==> src/rtl/life_if.sv <==
// Signal bundle between the arena game logic and the per-player health manager.
// master: drives frame/round/hit events and reads health state (game logic or bench).
// slave: receives events and drives health, invulnerability and end-of-round outputs.
interface life_if;
    logic       frame_tick;
    logic       restart;
    logic       hit1;
    logic       hit2;
    logic [6:0] life1;
    logic [6:0] life2;
    logic       invuln1;
    logic       invuln2;
    logic       game_over;
    logic [1:0] winner;

    modport master (
        output frame_tick, restart, hit1, hit2,
        input  life1, life2, invuln1, invuln2, game_over, winner
    );

    modport slave (
        input  frame_tick, restart, hit1, hit2,
        output life1, life2, invuln1, invuln2, game_over, winner
    );
endinterface

==> src/rtl/life_counter.sv <==
// Two-player health manager: damage, frame-counted invulnerability, death and winner detection.
// Latency: hit -> life/invuln 1 cycle; fatal hit -> game_over/winner 2 cycles; restart 1 cycle.
// No backpressure: every input is sampled each cycle; optional regeneration under LIFE_REGEN_EN.
module life_counter #(
    parameter int LIFE_MAX      = 100,
    parameter int DAMAGE        = 25,
    parameter int INVULN_FRAMES = 60,
    parameter int REGEN_PERIOD  = 120
) (
    input  logic   clk,
    input  logic   reset,
    life_if.slave  bus
);
    localparam int CW = $clog2(INVULN_FRAMES + 1);

    // Reject parameter sets the 7-bit life path and counters cannot represent.
    if (LIFE_MAX < 1 || LIFE_MAX > 127 || DAMAGE < 1 || DAMAGE > LIFE_MAX ||
        INVULN_FRAMES < 1 || REGEN_PERIOD < 1) begin : g_param_check
        $error("life_counter: illegal parameter combination");
    end

    typedef enum logic [1:0] {ALIVE, INVULN, DEAD} pstate_t;
    typedef enum logic       {PLAY, OVER}           rstate_t;

    pstate_t [1:0]          pst_q;
    logic    [1:0][6:0]     life_q;
    logic    [1:0][CW-1:0]  cnt_q;
    rstate_t                round_q;
    logic                   game_over_q;
    logic    [1:0]          winner_q;

`ifdef LIFE_REGEN_EN
    localparam int RW = $clog2(REGEN_PERIOD + 1);
    logic    [1:0][RW-1:0]  regen_q;
`endif

    logic [1:0]       hit_w;
    logic [1:0][7:0]  diff_w;
    logic [1:0][6:0]  after_hit_w;
    logic [1:0]       fatal_w;

    assign hit_w = {bus.hit2, bus.hit1};

    // Saturating damage and "this cycle's accepted hit kills" per player.
    always_comb begin
        diff_w      = '0;
        after_hit_w = '0;
        fatal_w     = '0;
        for (int p = 0; p < 2; p++) begin
            diff_w[p]      = {1'b0, life_q[p]} - 8'(DAMAGE);
            after_hit_w[p] = diff_w[p][7] ? 7'd0 : diff_w[p][6:0];
            fatal_w[p]     = (round_q == PLAY) && (pst_q[p] == ALIVE) && hit_w[p] &&
                             (after_hit_w[p] == 7'd0);
        end
    end

    // Per-player ALIVE/INVULN/DEAD FSMs; restart overrides everything, hits freeze in OVER.
    always_ff @(posedge clk or posedge reset) begin
        if (reset) begin
            for (int p = 0; p < 2; p++) begin
                pst_q[p]   <= ALIVE;
                life_q[p]  <= 7'(LIFE_MAX);
                cnt_q[p]   <= '0;
`ifdef LIFE_REGEN_EN
                regen_q[p] <= '0;
`endif
            end
        end else begin
            for (int p = 0; p < 2; p++) begin
                if (bus.restart) begin
                    pst_q[p]   <= ALIVE;
                    life_q[p]  <= 7'(LIFE_MAX);
                    cnt_q[p]   <= '0;
`ifdef LIFE_REGEN_EN
                    regen_q[p] <= '0;
`endif
                end else begin
                    case (pst_q[p])
                        ALIVE: begin
                            if (round_q == PLAY && hit_w[p]) begin
                                life_q[p] <= after_hit_w[p];
`ifdef LIFE_REGEN_EN
                                regen_q[p] <= '0;
`endif
                                if (after_hit_w[p] == 7'd0) begin
                                    pst_q[p] <= DEAD;
                                end else begin
                                    pst_q[p] <= INVULN;
                                    cnt_q[p] <= CW'(INVULN_FRAMES);
                                end
                            end
`ifdef LIFE_REGEN_EN
                            else if (round_q == PLAY && life_q[p] < 7'(LIFE_MAX)) begin
                                if (bus.frame_tick) begin
                                    if (regen_q[p] == RW'(REGEN_PERIOD - 1)) begin
                                        regen_q[p] <= '0;
                                        life_q[p]  <= life_q[p] + 7'd1;
                                    end else begin
                                        regen_q[p] <= regen_q[p] + RW'(1);
                                    end
                                end
                            end else begin
                                regen_q[p] <= '0;
                            end
`endif
                        end
                        INVULN: begin
                            if (bus.frame_tick) begin
                                if (cnt_q[p] == CW'(1)) begin
                                    pst_q[p] <= ALIVE;
                                    cnt_q[p] <= '0;
`ifdef LIFE_REGEN_EN
                                    regen_q[p] <= '0;
`endif
                                end else begin
                                    cnt_q[p] <= cnt_q[p] - CW'(1);
                                end
                            end
                        end
                        default: begin
                            pst_q[p]  <= DEAD;
                            life_q[p] <= 7'd0;
                        end
                    endcase
                end
            end
        end
    end

    // Round FSM: a registered DEAD moves to OVER; the winner also counts a same-edge fatal hit
    // on the other player, which makes that late kill a draw.
    always_ff @(posedge clk or posedge reset) begin
        if (reset) begin
            round_q     <= PLAY;
            game_over_q <= 1'b0;
            winner_q    <= 2'b00;
        end else if (bus.restart) begin
            round_q     <= PLAY;
            game_over_q <= 1'b0;
            winner_q    <= 2'b00;
        end else if (round_q == PLAY && (pst_q[0] == DEAD || pst_q[1] == DEAD)) begin
            round_q     <= OVER;
            game_over_q <= 1'b1;
            if (((pst_q[0] == DEAD) || fatal_w[0]) && ((pst_q[1] == DEAD) || fatal_w[1])) begin
                winner_q <= 2'b11;
            end else if (pst_q[1] == DEAD) begin
                winner_q <= 2'b01;
            end else begin
                winner_q <= 2'b10;
            end
        end
    end

    assign bus.life1     = life_q[0];
    assign bus.life2     = life_q[1];
    assign bus.invuln1   = (pst_q[0] == INVULN);
    assign bus.invuln2   = (pst_q[1] == INVULN);
    assign bus.game_over = game_over_q;
    assign bus.winner    = winner_q;
endmodule

==> src/flat_wrapper.sv <==
// flat-port wrapper written by rule: the top's interface ports become plain ports
module life_counter_flat 
#(
    parameter int LIFE_MAX      = 100,
    parameter int DAMAGE        = 25,
    parameter int INVULN_FRAMES = 60,
    parameter int REGEN_PERIOD  = 120
)
  (clk, reset, bus_frame_tick, bus_restart, bus_hit1, bus_hit2, bus_life1, bus_life2, bus_invuln1, bus_invuln2, bus_game_over, bus_winner);
  life_if bus_i ();
  input  logic clk;
  input  logic reset;
  input wire logic [$bits(bus_i.frame_tick)-1:0] bus_frame_tick;
  input wire logic [$bits(bus_i.restart)-1:0] bus_restart;
  input wire logic [$bits(bus_i.hit1)-1:0] bus_hit1;
  input wire logic [$bits(bus_i.hit2)-1:0] bus_hit2;
  output wire logic [$bits(bus_i.life1)-1:0] bus_life1;
  output wire logic [$bits(bus_i.life2)-1:0] bus_life2;
  output wire logic [$bits(bus_i.invuln1)-1:0] bus_invuln1;
  output wire logic [$bits(bus_i.invuln2)-1:0] bus_invuln2;
  output wire logic [$bits(bus_i.game_over)-1:0] bus_game_over;
  output wire logic [$bits(bus_i.winner)-1:0] bus_winner;
  assign bus_i.frame_tick = bus_frame_tick;
  assign bus_i.restart = bus_restart;
  assign bus_i.hit1 = bus_hit1;
  assign bus_i.hit2 = bus_hit2;
  assign bus_life1 = bus_i.life1;
  assign bus_life2 = bus_i.life2;
  assign bus_invuln1 = bus_i.invuln1;
  assign bus_invuln2 = bus_i.invuln2;
  assign bus_game_over = bus_i.game_over;
  assign bus_winner = bus_i.winner;
  life_counter #(.LIFE_MAX(LIFE_MAX), .DAMAGE(DAMAGE), .INVULN_FRAMES(INVULN_FRAMES), .REGEN_PERIOD(REGEN_PERIOD)) u_core (.clk(clk), .reset(reset), .bus(bus_i));
endmodule
==> config.mk <==
export PLATFORM = sky130hd
export DESIGN_NAME = life_counter_flat
export DESIGN_NICKNAME = d
export VERILOG_FILES = /design/src/rtl/life_if.sv /design/src/rtl/life_counter.sv /design/src/flat_wrapper.sv
export SDC_FILE = /design/constraint.sdc
export NUM_CORES = 1
export LEC_CHECK = 0
export CELL_PAD_IN_SITES_DETAIL_PLACEMENT = 0
export CELL_PAD_IN_SITES_GLOBAL_PLACEMENT = 1
export CORE_UTILIZATION = 37
export CTS_CLUSTER_DIAMETER = 120
export DETAILED_ROUTE_END_ITERATION = 10
export PLACE_DENSITY_LB_ADDON = 0.1
export SLEW_MARGIN = 40
export SYNTH_ARGS = -nofsm -noshare
export SYNTH_HDL_FRONTEND = slang
export SYNTH_SLANG_ARGS = --single-unit
export TNS_END_PERCENT = 10
==> constraint.sdc <==
create_clock -name clk -period 2.1 [get_ports clk]
set_clock_uncertainty 0.15 [all_clocks]
set_input_delay 0.42 -clock clk [delete_from_list [all_inputs] [get_ports clk]]
set_output_delay 0.42 -clock clk [all_outputs]
set_load 0.01 [all_outputs]
Word-level counts from Yosys, hierarchy flattened
Cells that the tools add are included.
- bitwise gates (word level): 1
- equal/unequal tests: 16
- multiplexer cells: 38
- add/subtract/negate cells: 4
- reductions and logical operators: 26
- operators with widths (kind ; count):
    6-bit 2-to-1 mux ; 10
    7-bit 2-to-1 mux ; 6
    2-bit 2-to-1 mux ; 14
    7-bit case mux with 2 select lines ; 2
    6-bit case mux with 2 select lines ; 2
    3-bit != test (second input constant) ; 6
    7-bit by 5-bit subtractor with 8-bit output (second input constant) ; 2
    7-bit logical NOT ; 2
    6-bit by 1-bit == test with 1-bit output (second input constant) ; 2
    6-bit by 1-bit subtractor with 6-bit output (second input constant) ; 2
    1-bit logical AND ; 10
    2-bit case mux with 2 select lines ; 2
    4-bit AND reduction ; 2
    3-bit by 2-bit != test with 1-bit output (second input constant) ; 2
    3-bit AND reduction ; 2
    3-bit nonzero test ; 2
    2-bit by 1-bit == test with 1-bit output (second input constant) ; 2
    2-bit == test (second input constant) ; 2
    2-bit logical NOT ; 2
    2-bit != test (second input constant) ; 2
    2-bit AND reduction ; 2
    1-bit logical OR ; 3
    1-bit 2-to-1 mux ; 2
    2-bit nonzero test ; 1
    1-bit inverter ; 1
- output and inout port bits: 19
- input port bits: 6
- logic and storage cells: 93
- register bits after elaboration: 33

Logic depth before layout (Yosys ltp)
Gate-level depths: netlist (run 1).
- depth after elaboration: 9
- depth in mapped cells: 9
- mapped depth without buffers: 8

Worst setup path after synthesis (run 1)
Ideal clock, no wire load.
- path type: flip-flop to flip-flop
- start point: register u_core.life_q, in the netlist u_core.bus.life2[0]
- end point: register u_core.cnt_q[6] (netlist name)
- buffers on the path: 1
- period minus slack after synthesis: 2.330 ns
- required time: 1.825 ns
- slack: -0.230 ns
- stages on the path, launching flop included: 10
- setup time: 0.125 ns
- arrival: 2.056 ns
- path through: dfrtp_1 > buf_2 > inv_1 > ha_1 > nand2b_1 > a31o_2 > mux2i_1 > a21oi_1 > a21o_1 > mux2_2
- word-level cells in the longest chain between the ends: 5
- ends and longest elaborated chain (element ; line ; text):
    start, declared ; life_counter.sv:26 ; logic [1:0][6:0] life_q;
    start signal, assigned by index ; life_counter.sv:62 ; life_q[p] <= 7'(LIFE_MAX);
    start signal, assigned by index ; life_counter.sv:72 ; life_q[p] <= 7'(LIFE_MAX);
    start signal, assigned by index ; life_counter.sv:81 ; life_q[p] <= after_hit_w[p];
    7-bit by 5-bit subtractor with 8-bit output ; life_counter.sv:50 ; diff_w[p] = {1'b0, life_q[p]} - 8'(DAMAGE);
    7-bit 2-to-1 mux ; life_counter.sv:51 ; after_hit_w[p] = diff_w[p][7] ? 7'd0 : diff_w[p][6:0];
    7-bit logical NOT ; life_counter.sv:85 ; if (after_hit_w[p] == 7'd0) begin
    3-bit != test (no source line) ; n/a ;
    4-bit AND reduction (no source line) ; n/a ;
    end signal, assigned by index ; life_counter.sv:89 ; cnt_q[p] <= CW'(INVULN_FRAMES);
    end signal, assigned by index ; life_counter.sv:116 ; cnt_q[p] <= cnt_q[p] - CW'(1);
    end, declared ; life_counter.sv:27 ; logic [1:0][CW-1:0] cnt_q;
No other way between the ends.
A chain may end at the register's enable or synchronous reset.

Worst setup path after layout (run 1)
- start point: register u_core.life_q, in the netlist u_core.bus.life1[0]
- end point: register u_core.cnt_q[1] (netlist name)
The elaborated chain is that of the path after synthesis.

==> results of run 1 <==
power by group through the flow:
stage,registers [mW],logic [mW],clock network [mW]
detailed placement,1.21,2.16,0
CTS,1.21,2.20,0.553
global route,1.28,2.68,0.584
finish,1.22,2.41,0.530
floorplan,1.24,1.20,0
global placement,1.21,2.15,0
per-layer routing:
layer / track usage (%) / share of wire (%) / vias up
met4: 5.38 / 0.74 / 0
met2: 29.9 / 47 / 37
met3: 3.95 / 2.9 / 4
li1: - / - / 1034
met5: 0 / 0 / -
met1: 26.8 / 49 / 990
placed cells by master, fill, tap and decap left out, types with 7 or more instances in the layout:
master                            count
sky130_fd_sc_hd__nor4_1               7
sky130_fd_sc_hd__a21oi_1             22
sky130_fd_sc_hd__dfrtp_1             25
sky130_fd_sc_hd__o21ai_0             16
sky130_fd_sc_hd__nor3_1               9
sky130_fd_sc_hd__clkbuf_8             7
sky130_fd_sc_hd__nand2_1             23
sky130_fd_sc_hd__inv_1               14
sky130_fd_sc_hd__clkdlybuf4s50_1     21
sky130_fd_sc_hd__buf_4               48
sky130_fd_sc_hd__nor2_1              26
worst max-delay path: stages, from the launching register on:
cell and delay (ns):
sky130_fd_sc_hd__dfrtp_2 0.42, sky130_fd_sc_hd__buf_4 0.16, sky130_fd_sc_hd__o311ai_1 0.40, sky130_fd_sc_hd__a32oi_2 0.13
sky130_fd_sc_hd__nor3_2 0.32, sky130_fd_sc_hd__or3_4 0.22, sky130_fd_sc_hd__nor4_2 0.05, sky130_fd_sc_hd__a31o_1 0.18
cell type report:
type	instances	share of cell area (%)
multi-input cells	188	41.8
flip-flops and latches	33	28.4
clock inverters	1	0.170
inverters	18	2.30
clock buffers	7	3.28
well taps	70	2.98
repair buffers	73	21.1
cells by family after synthesis:
| family | after synthesis | share of synthesized area (%) |
|---|---|---|
| buffers and inverters | 27 | 5.55 |
| flip-flops | 33 | 40.6 |
| XOR/XNOR | 1 | 0.427 |
| AND/OR/NAND/NOR | 105 | 25.9 |
| AO/OA/AOI/OAI | 72 | 22.3 |
| multiplexers | 3 | 1.59 |
| adder cells (fa/ha/maj) | 6 | 3.66 |
how the worst max path moves through the flow:
stage,from,endpoint,cells after the start
4_1_cts,u_core.bus.life2[0],u_core.cnt_q[8],8
2_1_floorplan,u_core.bus.life2[0],u_core.cnt_q[6],9
5_1_grt,u_core.bus.life1[1],u_core.cnt_q[3],8
6_report,u_core.bus.life1[0],u_core.cnt_q[1],7
3_3_place_gp,bus_hit1,u_core.cnt_q[3],6
3_5_place_dp,bus_hit1,u_core.cnt_q[4],6
state kept, by name (all words and copies together) (netlist names):
register	cells
u_core.bus.life1	7
u_core.bus.life2	7
u_core.bus.winner	2
u_core.cnt_q	12
u_core.round_q	1
u_core.pst_q	4
what timing repair did:
action                                  CTS  global route
gates cloned                              0             1
gates resized for setup                   5            22
hold endpoints to repair                  0             0
hold buffers                              0             0
endpoints found under the setup margin   16            22
pin swaps                                 1            10
setup buffers                             0             6
==> impl_results.html, run 1 <==
<table>
<tr><th>Metric</th><th>Value</th></tr>
<tr><th colspan="2">Worst setup path</th></tr>
<tr><td>Data arrival time of the critical path</td><td>2.16 ns</td></tr>
<tr><td>Flop-to-flop setup slack</td><td>-0.03 ns</td></tr>
<tr><td>Crit Reg-Reg Startpoint</td><td>u_core.bus.life1[0]</td></tr>
<tr><td>Startpoint class of the critical path</td><td>register</td></tr>
<tr><td>Peak fanout along the critical path</td><td>7</td></tr>
<tr><td>Worst reg-to-reg path cell count</td><td>7</td></tr>
<tr><td>Data required time at the worst endpoint</td><td>2.12 ns</td></tr>
<tr><td>Critical path class</td><td>register to register</td></tr>
<tr><td>R2R Path End</td><td>u_core.cnt_q[1]</td></tr>
<tr><td>Kind of end point of the critical path</td><td>register</td></tr>
<tr><th colspan="2">Synthesis</th></tr>
<tr><td>Async SR Flop Fraction</td><td>100%</td></tr>
<tr><td>Synth Net Count</td><td>259</td></tr>
<tr><td>Post-synthesis instance total</td><td>247</td></tr>
<tr><td>Predominant post-synthesis flop cell</td><td>sky130_fd_sc_hd__dfrtp_1</td></tr>
<tr><td>Total standard cell area after synthesis</td><td>0.00205 sq mm</td></tr>
<tr><td>Number of distinct library cells after synthesis</td><td>50</td></tr>
<tr><td>Sequential fraction of the synthesis area</td><td>40.6%</td></tr>
<tr><td>FF+latch count, synth</td><td>33</td></tr>
<tr><td>Area contributors post-synth</td><td>sky130_fd_sc_hd__dfrtp_1 33%, sky130_fd_sc_hd__dfstp_2 7.7%, sky130_fd_sc_hd__a21oi_1 5.6%</td></tr>
<tr><td>Most frequent cell after synthesis</td><td>sky130_fd_sc_hd__dfrtp_1</td></tr>
<tr><td>Yosys warnings</td><td>0</td></tr>
<tr><td>Portion of synthesized cell area occupied by the leading cell type</td><td>32.9%</td></tr>
<tr><td>Dominant cell type by area after synthesis</td><td>sky130_fd_sc_hd__dfrtp_1</td></tr>
<tr><td>EDFF count, synth</td><td>0</td></tr>
<tr><td>Post-synthesis average cell area</td><td>8.31 sq um</td></tr>
<tr><td>Top cells by count, synth</td><td>27 x sky130_fd_sc_hd__dfrtp_1, 26 x sky130_fd_sc_hd__nor2_1, 24 x sky130_fd_sc_hd__nand2_1, 23 x sky130_fd_sc_hd__a21oi_1</td></tr>
<tr><th colspan="2">Layout</th></tr>
<tr><td>Nets</td><td>331</td></tr>
<tr><td>Growth of design area from synthesis to finish</td><td>43.4%</td></tr>
<tr><td>FILL cells</td><td>485</td></tr>
<tr><td>Sequential cell area</td><td>836 sq um</td></tr>
<tr><td>Number of antenna cells inserted</td><td>0</td></tr>
<tr><td>Area of the multi-input gates</td><td>0.00123 sq mm</td></tr>
<tr><td>Utilization after layout</td><td>56.2%</td></tr>
<tr><td>Share of layout cells above drive strength 1</td><td>28.7%</td></tr>
<tr><td>Fin cells</td><td>390</td></tr>
<tr><td>Post-route cell area</td><td>0.00294 sq mm</td></tr>
<tr><th colspan="2">Floorplanning</th></tr>
<tr><td>Die Outline Area</td><td>0.00585 sq mm</td></tr>
<tr><td>Initial standard-cell utilization of the core</td><td>39.2%</td></tr>
<tr><td>Die Span X</td><td>76.5 microns</td></tr>
<tr><td>Core outline area</td><td>0.00524 sq mm</td></tr>
<tr><td>I/O pin cnt</td><td>25</td></tr>
<tr><td>Vertical extent of the die</td><td>76.5 microns</td></tr>
<tr><td>Cell Rows</td><td>26</td></tr>
<tr><th colspan="2">Worst hold path</th></tr>
<tr><td>Worst min-delay path class</td><td>input pin to asynchronous set/reset pin</td></tr>
<tr><th colspan="2">Clocking</th></tr>
<tr><td>Worst skew pair latency</td><td>0.28 ns</td></tr>
<tr><td>Maximum clock insertion buffer count</td><td>2</td></tr>
<tr><td>Clock tree from TritonCTS</td><td>built</td></tr>
<tr><td>CTS root buffer</td><td>sky130_fd_sc_hd__clkbuf_8</td></tr>
<tr><td>Max H-tree Level</td><td>2</td></tr>
<tr><td>CTS clk-pin slew, worst paths</td><td>0.07 ns</td></tr>
<tr><td>Number of buffers inserted during clock tree synthesis</td><td>5</td></tr>
<tr><td>Clock sink total</td><td>33</td></tr>
<tr><th colspan="2">STA</th></tr>
<tr><td>Least-Margin Pin Slew</td><td>0.392 ns</td></tr>
<tr><td>Number of max-slew violations in the final report</td><td>0</td></tr>
<tr><td>Final worst setup slack</td><td>-0.0340 ns</td></tr>
<tr><td>Time the worst path needs with I/O delays and setup</td><td>2.13 ns</td></tr>
<tr><td>Final clock period utilization by the worst path</td><td>102%</td></tr>
<tr><td>Setup repair after global routing missed its margin</td><td>yes</td></tr>
<tr><td>Setup Total Neg Slack</td><td>-0.0550 ns</td></tr>
<tr><td>Final hold violation count</td><td>0</td></tr>
<tr><td>Worst-case headroom to the max-slew limit</td><td>73.4%</td></tr>
<tr><td>Hold slack</td><td>0.263 ns</td></tr>
<tr><td>Endpoints failing setup</td><td>3</td></tr>
<tr><td>Timing-limited maximum frequency</td><td>469 MHz</td></tr>
<tr><th colspan="2">Power</th></tr>
<tr><td>Ratio of total power to cell area</td><td>1420 mW/mm^2</td></tr>
<tr><td>Total power draw</td><td>4.17 mW</td></tr>
<tr><td>Power share of the sequential group</td><td>29.4%</td></tr>
<tr><td>Sw power</td><td>1.66 mW</td></tr>
<tr><td>Clock share of power</td><td>12.7%</td></tr>
<tr><td>Switching part of the total</td><td>39.9%</td></tr>
<tr><td>Combinational fraction of design power</td><td>57.9%</td></tr>
<tr><td>Int Power</td><td>2.50 mW</td></tr>
<tr><td>Static leakage</td><td>1.33 nW</td></tr>
<tr><td>Highest ir drop seen on vdd</td><td>0.514 mV</td></tr>
<tr><th colspan="2">Detailed routing</th></tr>
<tr><td>DRT iter0 DRCs</td><td>122</td></tr>
<tr><td>Antenna Nets Post-Route</td><td>0</td></tr>
<tr><td>Total wire length</td><td>5.41 mm</td></tr>
<tr><td>Post-detailed-route wirelength per cell</td><td>13.9 microns</td></tr>
<tr><td>Vias per Instance</td><td>5.29</td></tr>
<tr><td>Vias</td><td>2065</td></tr>
<tr><td>Count of unresolved DRC violations after routing</td><td>0</td></tr>
<tr><td>1st-pass router iterations</td><td>4</td></tr>
<tr><th colspan="2">Run</th></tr>
<tr><td>Reported max-cap violation count</td><td>0</td></tr>
<tr><th colspan="2">Global routing</th></tr>
<tr><td>Total grt overflow</td><td>0</td></tr>
<tr><td>Total global-route track usage</td><td>19.2%</td></tr>
<tr><td>Vias in the first global route</td><td>1875</td></tr>
<tr><td>Global-route wire length before repair</td><td>9.07 mm</td></tr>
<tr><td>Number of antenna violations at the first check in global routing</td><td>0</td></tr>
<tr><td>Maximum number of pins on one net before global-route repair</td><td>27</td></tr>
<tr><th colspan="2">Placement</th></tr>
<tr><td>Post-Place Cells</td><td>375</td></tr>
<tr><td>Placer congestion estimate</td><td>0.784</td></tr>
<tr><td>Placed wire-length estimate</td><td>3.89 mm</td></tr>
<tr><td>Post-placement setup slack</td><td>-0.249 ns</td></tr>
<tr><td>Count of input and output buffers</td><td>24</td></tr>
<tr><td>Placement-stage cell area</td><td>0.00269 sq mm</td></tr>
<tr><th colspan="2">Run status</th></tr>
<tr><td>Result of the run</td><td>finished, violations left</td></tr>
<tr><td>Failing checks</td><td>negative setup slack</td></tr>
</table>
No activity file was read; power rests on OpenSTA's default activity.
==> run 2: changes to the inputs <==
--- a/config.mk
+++ b/config.mk
@@ -7,9 +7,10 @@
 export LEC_CHECK = 0
 export CELL_PAD_IN_SITES_DETAIL_PLACEMENT = 0
 export CELL_PAD_IN_SITES_GLOBAL_PLACEMENT = 1
-export CORE_UTILIZATION = 37
+export CORE_UTILIZATION = 47
 export CTS_CLUSTER_DIAMETER = 120
 export DETAILED_ROUTE_END_ITERATION = 10
+export DONT_BUFFER_PORTS = 1
 export PLACE_DENSITY_LB_ADDON = 0.1
 export SLEW_MARGIN = 40
 export SYNTH_ARGS = -nofsm -noshare
==> constraint.sdc (replaced) <==
create_clock -name clk -period 2.4 [get_ports clk]
set_clock_uncertainty 0.15 [all_clocks]
set_input_delay 0.48 -clock clk [delete_from_list [all_inputs] [get_ports clk]]
set_output_delay 0.48 -clock clk [all_outputs]
set_load 0.01 [all_outputs]
==> run 2 against run 1 <==
  * The flow now finishes without violations
  * Clock power down 17%
  * Register-to-register slack better by 0.18 ns
  * Utilization down 1.3 points
  * Maximum frequency down 5.5%
  * Global-route usage up 4.1 points
  * Clock-buffer cell count up 1
  * First-iteration DRC count down 26%
==> impl_results.html, run 2 (same netlist as run 1, synthesis figures left out) <==
<table>
<tr><th>Metric</th><th>Value</th></tr>
<tr><th colspan="2">Clocking</th></tr>
<tr><td>Clock tree from TritonCTS</td><td>built</td></tr>
<tr><td>Number of buffers inserted during clock tree synthesis</td><td>5</td></tr>
<tr><td>Worst skew pair latency</td><td>0.29 ns</td></tr>
<tr><td>Max H-tree Level</td><td>2</td></tr>
<tr><td>Clock sink total</td><td>33</td></tr>
<tr><td>CTS root buffer</td><td>sky130_fd_sc_hd__clkbuf_8</td></tr>
<tr><td>Cts hold-fix bufs</td><td>0</td></tr>
<tr><td>Maximum clock insertion buffer count</td><td>2</td></tr>
<tr><td>CTS clk-pin slew, worst paths</td><td>0.07 ns</td></tr>
<tr><td>Post_cts resized</td><td>0</td></tr>
<tr><td>Post CTS Setup Buffer Count</td><td>0</td></tr>
<tr><th colspan="2">Power</th></tr>
<tr><td>Highest ir drop seen on vdd</td><td>0.607 mV</td></tr>
<tr><td>Total power draw</td><td>2.86 mW</td></tr>
<tr><td>Static leakage</td><td>0.976 nW</td></tr>
<tr><td>Ratio of total power to cell area</td><td>1280 mW/mm^2</td></tr>
<tr><th colspan="2">Detailed routing</th></tr>
<tr><td>Uppermost layer routed</td><td>met4</td></tr>
<tr><td>Vias</td><td>1816</td></tr>
<tr><td>Amount of wire on met3 after detailed routing</td><td>242 microns</td></tr>
<tr><td>Antenna Nets Post-Route</td><td>0</td></tr>
<tr><td>Vias per Instance</td><td>5.92</td></tr>
<tr><td>Detailed-routed wire length on met2</td><td>2.21 mm</td></tr>
<tr><td>Post-detailed-route wirelength per cell</td><td>15.5 microns</td></tr>
<tr><td>Total wire length</td><td>4.75 mm</td></tr>
<tr><td>Wire length on met1</td><td>2.24 mm</td></tr>
<tr><td>Count of unresolved DRC violations after routing</td><td>0</td></tr>
<tr><td>1st-pass router iterations</td><td>4</td></tr>
<tr><td>DRT iter0 DRCs</td><td>90</td></tr>
<tr><th colspan="2">Global routing</th></tr>
<tr><td>Vias in the first global route</td><td>1740</td></tr>
<tr><td>Number of antenna violations at the first check in global routing</td><td>0</td></tr>
<tr><td>Total global-route track usage</td><td>23.3%</td></tr>
<tr><td>Global-route wire length before repair</td><td>7.95 mm</td></tr>
<tr><td>Maximum number of pins on one net before global-route repair</td><td>34</td></tr>
<tr><td>Total grt overflow</td><td>0</td></tr>
<tr><th colspan="2">Floorplanning</th></tr>
<tr><td>Initial standard-cell utilization of the core</td><td>50.2%</td></tr>
<tr><td>Core outline area</td><td>0.00409 sq mm</td></tr>
<tr><td>Die Outline Area</td><td>0.00463 sq mm</td></tr>
<tr><td>Cell Rows</td><td>23</td></tr>
<tr><td>Vertical extent of the die</td><td>68.1 microns</td></tr>
<tr><td>Die Span X</td><td>68.1 microns</td></tr>
<tr><td>I/O pin cnt</td><td>25</td></tr>
<tr><th colspan="2">Worst setup path</th></tr>
<tr><td>Startpoint class of the critical path</td><td>register</td></tr>
<tr><td>Data required time at the worst endpoint</td><td>2.47 ns</td></tr>
<tr><td>Kind of end point of the critical path</td><td>register</td></tr>
<tr><td>Critical path class</td><td>register to register</td></tr>
<tr><td>Data arrival time of the critical path</td><td>2.33 ns</td></tr>
<tr><td>Peak fanout along the critical path</td><td>10</td></tr>
<tr><th colspan="2">STA</th></tr>
<tr><td>Least-Margin Pin Slew</td><td>0.572 ns</td></tr>
<tr><td>Final hold violation count</td><td>0</td></tr>
<tr><td>Number of max-slew violations in the final report</td><td>0</td></tr>
<tr><td>Time the worst path needs with I/O delays and setup</td><td>2.26 ns</td></tr>
<tr><td>Worst-case headroom to the max-slew limit</td><td>61.6%</td></tr>
<tr><td>Setup repair after global routing missed its margin</td><td>no</td></tr>
<tr><td>Timing-limited maximum frequency</td><td>443 MHz</td></tr>
<tr><td>Setup Total Neg Slack</td><td>0 ns</td></tr>
<tr><td>Hold slack</td><td>0.0207 ns</td></tr>
<tr><td>Final clock period utilization by the worst path</td><td>94.0%</td></tr>
<tr><td>Endpoints failing setup</td><td>0</td></tr>
<tr><th colspan="2">Layout</th></tr>
<tr><td>Growth of design area from synthesis to finish</td><td>9.21%</td></tr>
<tr><td>Most common cell after layout, fill and taps aside</td><td>sky130_fd_sc_hd__dfrtp_1</td></tr>
<tr><td>Highest-count cells in the layout ignoring fill and taps</td><td>27 x sky130_fd_sc_hd__dfrtp_1, 26 x sky130_fd_sc_hd__nor2_1, 24 x sky130_fd_sc_hd__nand2_1</td></tr>
<tr><td>FILL cells</td><td>411</td></tr>
<tr><td>Register name with the most flops</td><td>u_core.cnt_q</td></tr>
<tr><td>Largest register FFs</td><td>12</td></tr>
<tr><td>Utilization after layout</td><td>54.8%</td></tr>
<tr><td>Nets</td><td>268</td></tr>
<tr><td>Sequential cell area</td><td>833 sq um</td></tr>
<tr><td>Share of layout cells above drive strength 1</td><td>11.7%</td></tr>
<tr><td>Area of the multi-input gates</td><td>0.00110 sq mm</td></tr>
<tr><td>Number of antenna cells inserted</td><td>0</td></tr>
<tr><th colspan="2">Worst hold path</th></tr>
<tr><td>Worst min-delay path class</td><td>input pin to asynchronous set/reset pin</td></tr>
<tr><th colspan="2">Run</th></tr>
<tr><td>Reported max-cap violation count</td><td>0</td></tr>
<tr><th colspan="2">Run status</th></tr>
<tr><td>Result of the run</td><td>finished, final reports clean</td></tr>
<tr><th colspan="2">Placement</th></tr>
<tr><td>Count of input and output buffers</td><td>0</td></tr>
<tr><td>Placer congestion estimate</td><td>0.826</td></tr>
<tr><td>Placed wire-length estimate</td><td>3.35 mm</td></tr>
</table>
-- run 2: where the power goes --
group          internal [mW]  total [mW]  switching [mW]
Sequential             0.806        1.13           0.329
Combinational          0.544        1.28           0.740
Clock                  0.234       0.441           0.207
Total                   1.58        2.86            1.28
-- run 2: worst paths after layout --
check / start / end / slack [ns] / depth (start not counted)
setup / recovery: u_core.bus.life1[5] / u_core.cnt_q[4] / 0.14 / 6
hold / removal: reset / u_core.pst_q[2] / 0.02 / 2
setup reg to reg: u_core.bus.life1[5] / u_core.cnt_q[4] / 0.14 / 6
hold reg to reg: u_core.cnt_q[1] / u_core.cnt_q[1] / 0.36 / 1
max in group asynchronous: reset / u_core.bus.life1[2] / 1.74 / 2
min in group clk: bus_restart / u_core.bus.life2[4] / 0.10 / 1
-- run 2: critical path, stage by stage (launching register included) --
cell	delay [ns]
sky130_fd_sc_hd__dfstp_2	0.59
sky130_fd_sc_hd__and4b_1	0.22
sky130_fd_sc_hd__a32oi_2	0.23
sky130_fd_sc_hd__nor3_1	0.10
sky130_fd_sc_hd__or3_1	0.51
sky130_fd_sc_hd__or2_0	0.27
sky130_fd_sc_hd__a21oi_1	0.13
-- run 2: final cells by class --
type | count | area share [%]
Clock buffer | 8 | 4.02
Inverter | 18 | 3.02
Tap cell | 50 | 2.79
Timing Repair Buffer | 11 | 3.69
Sequential cell | 33 | 37.2
Multi-Input combinational cell | 187 | 49.3
-- run 2: metal layers --
| layer | up-vias | track usage (%) |
|---|---|---|
| met5 | - | 0 |
| met4 | 0 | 7.55 |
| met1 | 866 | 29.4 |
| met3 | 6 | 5.83 |
| li1 | 909 | - |
| met2 | 35 | 38.5 |
-- run 2: through the flow --
stage	instance area, sq um	setup slack [ns]	instances
after CTS	2240	0.142	307
after floorplan	2050	0.0698	247
after detailed placement	2150	0.155	299
final	2240	0.143	307
after global placement	2150	0.196	299
after global routing	2240	0.00698	307
